===== src/rtl/fifo_nibble_packer.sv =====
// Pops 4-bit nibbles from a FIFO and packs them LSB-first into NIBBLES-wide words.
// Each word is offered on a valid/ready port with a count and an even-parity bit.
module fifo_nibble_packer #(
    parameter int NIBBLES = 4,
    parameter int CNT_W   = $clog2(NIBBLES + 1)
) (
    input  logic                 clk,
    input  logic                 rstN,
    input  logic                 fifo_empty,
    input  logic [3:0]           fifo_read_data,
    output logic                 fifo_read_en,
    input  logic                 flush,
    output logic                 out_valid,
    input  logic                 out_ready,
    output logic [4*NIBBLES-1:0] out_data,
    output logic [CNT_W-1:0]     out_count,
    output logic                 out_parity,
    output logic                 busy
);

    localparam logic [0:0] ST_FILL = 1'b0;
    localparam logic [0:0] ST_HOLD = 1'b1;

    logic [0:0]           state_q, state_d;
    logic [CNT_W-1:0]     cnt_q, cnt_d;
    logic [4*NIBBLES-1:0] data_q, data_d;
    logic                 pop_s;
    logic                 hold_s;

    function automatic logic even_parity(input logic [4*NIBBLES-1:0] word);
        return ^word;
    endfunction

    assign hold_s = (state_q == ST_HOLD);
    // Gated by rstN so the FIFO is never popped while the packer is in reset.
    assign pop_s        = rstN && (state_q == ST_FILL) && !fifo_empty;
    assign fifo_read_en = pop_s;

    // Next-state logic for FSM, nibble count and packed word.
    always_comb begin
        state_d = state_q;
        cnt_d   = cnt_q;
        data_d  = data_q;
        case (state_q)
            ST_FILL: begin
                if (pop_s) begin
                    for (int k = 0; k < NIBBLES; k++) begin
                        if (cnt_q == CNT_W'(k)) begin
                            data_d[4*k +: 4] = fifo_read_data;
                        end else begin
                            data_d[4*k +: 4] = data_q[4*k +: 4];
                        end
                    end
                    cnt_d = cnt_q + {{(CNT_W-1){1'b0}}, 1'b1};
                end else begin
                    cnt_d = cnt_q;
                end
                // A flush coincident with a pop emits the word including that nibble.
                if ((pop_s && (cnt_q == CNT_W'(NIBBLES - 1))) ||
                    (flush && ((cnt_q != {CNT_W{1'b0}}) || pop_s))) begin
                    state_d = ST_HOLD;
                end else begin
                    state_d = ST_FILL;
                end
            end
            ST_HOLD: begin
                if (out_ready) begin
                    state_d = ST_FILL;
                    cnt_d   = {CNT_W{1'b0}};
                    data_d  = {(4*NIBBLES){1'b0}};
                end else begin
                    state_d = ST_HOLD;
                end
            end
            default: begin
                state_d = ST_FILL;
                cnt_d   = {CNT_W{1'b0}};
                data_d  = {(4*NIBBLES){1'b0}};
            end
        endcase
    end

    // State registers with asynchronous active-low reset.
    always_ff @(posedge clk or negedge rstN) begin
        if (!rstN) begin
            state_q <= ST_FILL;
            cnt_q   <= {CNT_W{1'b0}};
            data_q  <= {(4*NIBBLES){1'b0}};
        end else begin
            state_q <= state_d;
            cnt_q   <= cnt_d;
            data_q  <= data_d;
        end
    end

    assign out_valid  = hold_s;
    assign out_data   = hold_s ? data_q : {(4*NIBBLES){1'b0}};
    assign out_count  = hold_s ? cnt_q : {CNT_W{1'b0}};
    assign out_parity = hold_s ? even_parity(data_q) : 1'b0;
    assign busy       = (cnt_q != {CNT_W{1'b0}}) || hold_s;

endmodule


===== config.mk =====
export PLATFORM = sky130hd
export DESIGN_NAME = fifo_nibble_packer
export DESIGN_NICKNAME = d
export VERILOG_FILES = /design/src/rtl/fifo_nibble_packer.sv
export SDC_FILE = /design/constraint.sdc
export NUM_CORES = 1
export LEC_CHECK = 0
export CORE_MARGIN = 1.5
export CORE_UTILIZATION = 30
export DETAILED_ROUTE_END_ITERATION = 7
export GPL_TIMING_DRIVEN = 0
export SLEW_MARGIN = 20
export SYNTH_ARGS = -nofsm -noshare
export SYNTH_HDL_FRONTEND = slang
export SYNTH_SLANG_ARGS = --single-unit

===== constraint.sdc =====
create_clock -name clk -period 2.31 [get_ports clk]
set_clock_uncertainty 0.05 [all_clocks]
set_input_delay 0.5775 -clock clk [delete_from_list [all_inputs] [get_ports clk]]
set_output_delay 0.5775 -clock clk [all_outputs]
set_load 0.01 [all_outputs]

Yosys cells after proc, flatten, opt, wreduce, memory -nomap -nowiden
Index checks and enable logic that the tools add are counted.
- flip-flop bits (word level): 20
- bits of input ports: 9
- output and inout port bits: 23
- logic and storage cells: 49
- add/subtract/negate cells: 1
- eq/ne operators: 9
- muxes and demuxes: 16
- bitwise logic cells: 1
- reduce and logical (&&, ||, !) cells: 16
- operators with widths (cell ; count):
    $mux 16 ; 3
    $pmux 16 s2 ; 1
    $mux 4 ; 4
    $reduce_xor 16->1 ; 1
    $reduce_and 3->1 ; 4
    $mux 3 ; 3
    $ne 2x1->1 const B ; 4
    $eq 3x2->1 const B ; 2
    $pmux 3 s2 ; 1
    $logic_and 1x1->1 ; 4
    $ne 2x2->1 const B ; 2
    $add 3x1->3 const B ; 1
    $eq 3x1->1 const B ; 1
    $logic_not 3->1 ; 1
    $logic_or 1x1->1 ; 3
    $mux 1 ; 3
    $reduce_bool 3->1 ; 1
    $pmux 1 s2 ; 1
    $reduce_and 2->1 ; 1
    $logic_not 1->1 ; 1
    $not 1->1 ; 1

Longest topological paths before layout
- depth after elaboration: 8
- gate-level depth with buffers: 7
- mapped depth without buffers: 7

Worst setup path after synthesis
No wires, ideal clock.
- path type: register to output
- start: register data_q[8]
- end: output out_parity
- arrival: 1174 ps
- required time: 1683 ps
- setup slack: 508 ps
- cell stages (with the launch flop): 6
- cell sequence: dfrtp_1 > xor2_1 > xnor2_1 > xnor2_1 > xnor2_1 > and2_1
- longest elaborated chain between the ends: 2
- RTL lines (what ; RTL line ; text):
    start: declaration ; 26 ; logic [4*NIBBLES-1:0] data_q, data_d;
    start signal: assignment ; 88 ; data_q <= {(4*NIBBLES){1'b0}};
    start signal: assignment ; 92 ; data_q <= data_d;
    $reduce_xor 16->1 ; 31 ; return ^word;
    $mux 1 ; 99 ; assign out_parity = hold_s ? even_parity(data_q) : 1'b0;
    end: declaration ; 17 ; output logic out_parity,
Every way passes these cells.

Worst setup path in the final report
- start: input fifo_empty
- end: output fifo_read_en
- longest elaborated chain between the ends: 2
- RTL lines (what ; RTL line ; text):
    start: declaration ; 9 ; input logic fifo_empty,
    $logic_not 1->1 ; 36 ; assign pop_s = rstN && (state_q == ST_FILL) && !fifo_empty;
    $logic_and 1x1->1 ; 36 ;
    end: declaration ; 11 ; output logic fifo_read_en,
Every way passes these cells.

==> reports/qor.yml <==
via_per_inst: 4.58
power.density_cell_area_mw_per_mm2: 1350
layout.cell_area.non_filler_mm2: 0.00184
leading_cell_type_in_the_layout_fill_and_taps_excluded: "sky130_fd_sc_hd__clkdlybuf4s50_1"
rows: 23
postRouteWirelength_um: 3170
postSynthNetCount: 155
report.final.hold_viol_count: 0
synth.ff_latch_count: 20
io_buffer_count: 31
place_area_mm2: 0.00164
grt_pass1_wl_um: 5000
detailroute.via_count: 1094
via_count_of_the_first_global_routing_pass: 1061
period_minus_slack_ps: 2250
synth.yosys.warnings: 0
synth_area_mm2: 0.00127
worst_skew_pair.late_latency_ps: 270
setup_repair_after_global_routing_missed_its_margin: "yes"
wire_per_inst_um: 13.2
numCtsBuffers: 3
report.power.total_w: 0.00249
cts-root-buf: "sky130_fd_sc_hd__clkbuf_8"
critPathCaptureType: "output pin"
worst_slew_margin_rel: 0.674
synth.distinct_cells: 24
syn-mean-instance-area_um2: 8.99
first_pass_iters: 4
synthCells: 141
floorplan.die_area_mm2: 0.00462
grtUsageTotal: 0.148
worst_hold_path_type: "in2async"
clock_tree_from_tritoncts: "done"
gp_routability_congestion: 0.789
multiInputGateArea_um2: 731
run_status: "complete, no violations"
die-height_um: 68
drt_first_iter_violations: 20
mostFrequentLayoutCells: "sky130_fd_sc_hd__clkdlybuf4s50_1 (27), sky130_fd_sc_hd__nand2_1 (22), sky130_fd_sc_hd__and2_1 (21)"
part_of_the_cycle_the_worst_path_needs: 0.976
seqCellArea_um2: 503
ys_seq_area_frac: 0.395
core_area_mm2: 0.00403
maxClockFrequency_mhz: 443
max_cap_viol_count: 0
timing.critical_path.slowest_stage_cell: "sky130_fd_sc_hd__clkdlybuf4s50_1"
postRouteAntennaNets: 0
grt_max_degree: 22
crit_path_max_fanout: 5
final-max-slew-violation-count: 0
floorplan.io_pins: 32
hpwl_um: 2200
crit_path_max_incr_delay_ps: 390
final_stage_net_count: 204
grt.overflow.total: 0
path_buf_inv: 4
crit_arrival_ps: 1630
syn2layout_area_growth_pct: 45.1
route.detailed.drc: 0
start_util: 0.315
required_ps: 1680
startpoint_type: "input port"
p_leak_nw: 0.857
final_core_util: 0.457
clock-sinks: 20
initial_antenna_violation_count: 0
antennaDiodeCount: 0
final-setup-viol-count: 0
cts.path.max_buffers: 2
layout-drive-gt1-share: 0.185
series_of_cell_instances_along_the_critical_path: "clkdlybuf4s50_1, or3b_1, buf_6, clkinv_4, buf_6"
critical_setup_path_kind: "in2out"
crit_top_cell: "sky130_fd_sc_hd__buf_6"
die-width_um: 68
clkSlewWorstSetupHoldPaths_ps: 80
ir_worst_vdd_uv: 461
nFillCells: 407
cts-htree-levels: 1
path_delay_family: "buffers and inverters"
worstMarginPinSlew_ps: 490
==> logic make-up (layout without fill, tap and decap cells) <==
logic type,after synthesis,after routing,synth area share
AO/OA/AOI/OAI,22,22,0.0908
multiplexers,6,6,0.0474
AND/OR/NAND/NOR,60,60,0.262
adder cells (fa/ha/maj),5,5,0.0494
XOR/XNOR,15,15,0.104
buffers and inverters,13,61,0.0523
flip-flops,20,20,0.395
==> registers in the layout, summed over array words and instances (netlist names) <==
| name | cells |
|---|---|
| out_valid | 1 |
| cnt_q | 3 |
| data_q | 16 |
==> metrics by stage <==
step	setup WS [ps]	setup TNS, ps	cells	hold WS, ps
2_1_floorplan	508	0	141	232
3_3_place_gp	-1200	-11840	222	482
3_5_place_dp	-1250	-13120	222	479
4_1_cts	3.87	0	236	141
5_1_grt	-4.00	-4.00	239	141
6_report	55.2	0	239	128
==> cells in the mapped netlist, drive strengths merged <==
master  number  area, um^2
nand2       24         105
and2        21         131
dfrtp       20         500
o21ai       17        85.1
xnor2       14         123
nand3        9        45.0
inv          6        22.5
mux2i        6        60.1
ha           5        62.6
a21oi        4        20.0
buf          4        27.5
nor2         3        27.5
clkbuf       2        7.51
a221o        1        10.0
and2b        1        7.51
clkinv       1        8.76
nand2b       1        6.26
or3b         1        8.76
xor2         1        8.76
==> worst paths after layout <==
| kind | slack, ps | cells after the start | startpoint | to |
|---|---|---|---|---|
| hold reg to reg | 500 | 2 | data_q[6] | data_q[6] |
| min in group clk | 500 | 2 | data_q[6] | data_q[6] |
| hold / removal | 130 | 1 | rstN | data_q[7] |
| setup reg to reg | 560 | 7 | out_valid | data_q[5] |
| max in group asynchronous | 1840 | 1 | rstN | cnt_q[0] |
| setup / recovery | 60 | 5 | fifo_empty | fifo_read_en |
==> layer usage <==
layer | part of all wire | GRT usage
met1 | 0.44 | 0.179
met2 | 0.50 | 0.257
met3 | 0.033 | 0.0214
met4 | 0.018 | 0.0675
met5 | 0 | 0
==> cell type report <==
cell class | count | share of cell area
flip-flops and latches | 20 | 0.273
clock inverters | 1 | 0.0163
clock buffers | 3 | 0.0224
well taps | 50 | 0.0340
plain buffers | 6 | 0.0218
multi-input cells | 108 | 0.397
repair buffers | 44 | 0.218
inverters | 7 | 0.0170
==> worst reg2reg max path, stage by stage, from the launching register on <==
cell and delay (ps):
sky130_fd_sc_hd__dfrtp_2 450, sky130_fd_sc_hd__or3b_1 390, sky130_fd_sc_hd__buf_6 140, sky130_fd_sc_hd__buf_4 150
sky130_fd_sc_hd__nor2_8 120, sky130_fd_sc_hd__nand2_1 140, sky130_fd_sc_hd__nand3_1 120, sky130_fd_sc_hd__o21ai_0 80
==> what timing repair did <==
item / 4_1_cts / 5_1_grt
pin swaps: 7 / 0
gates cloned: 0 / 0
hold buffers: 0 / 0
setup buffers: 10 / 3
endpoints found under the setup margin: 41 / 21
resized for setup: 21 / 6
==> report_power, final <==
| part | total (W) | switching [W] | internal, W | leakage, nW |
|---|---|---|---|---|
| Clock | 0.000358 | 0.000127 | 0.000232 | 0.0357 |
| Combinational | 0.00151 | 0.000682 | 0.000823 | 0.564 |
| Sequential | 0.000625 | 0.000132 | 0.000492 | 0.257 |
| Total | 0.00249 | 0.000941 | 0.00155 | 0.857 |
Note: power is estimated with default switching activity, not from simulation.
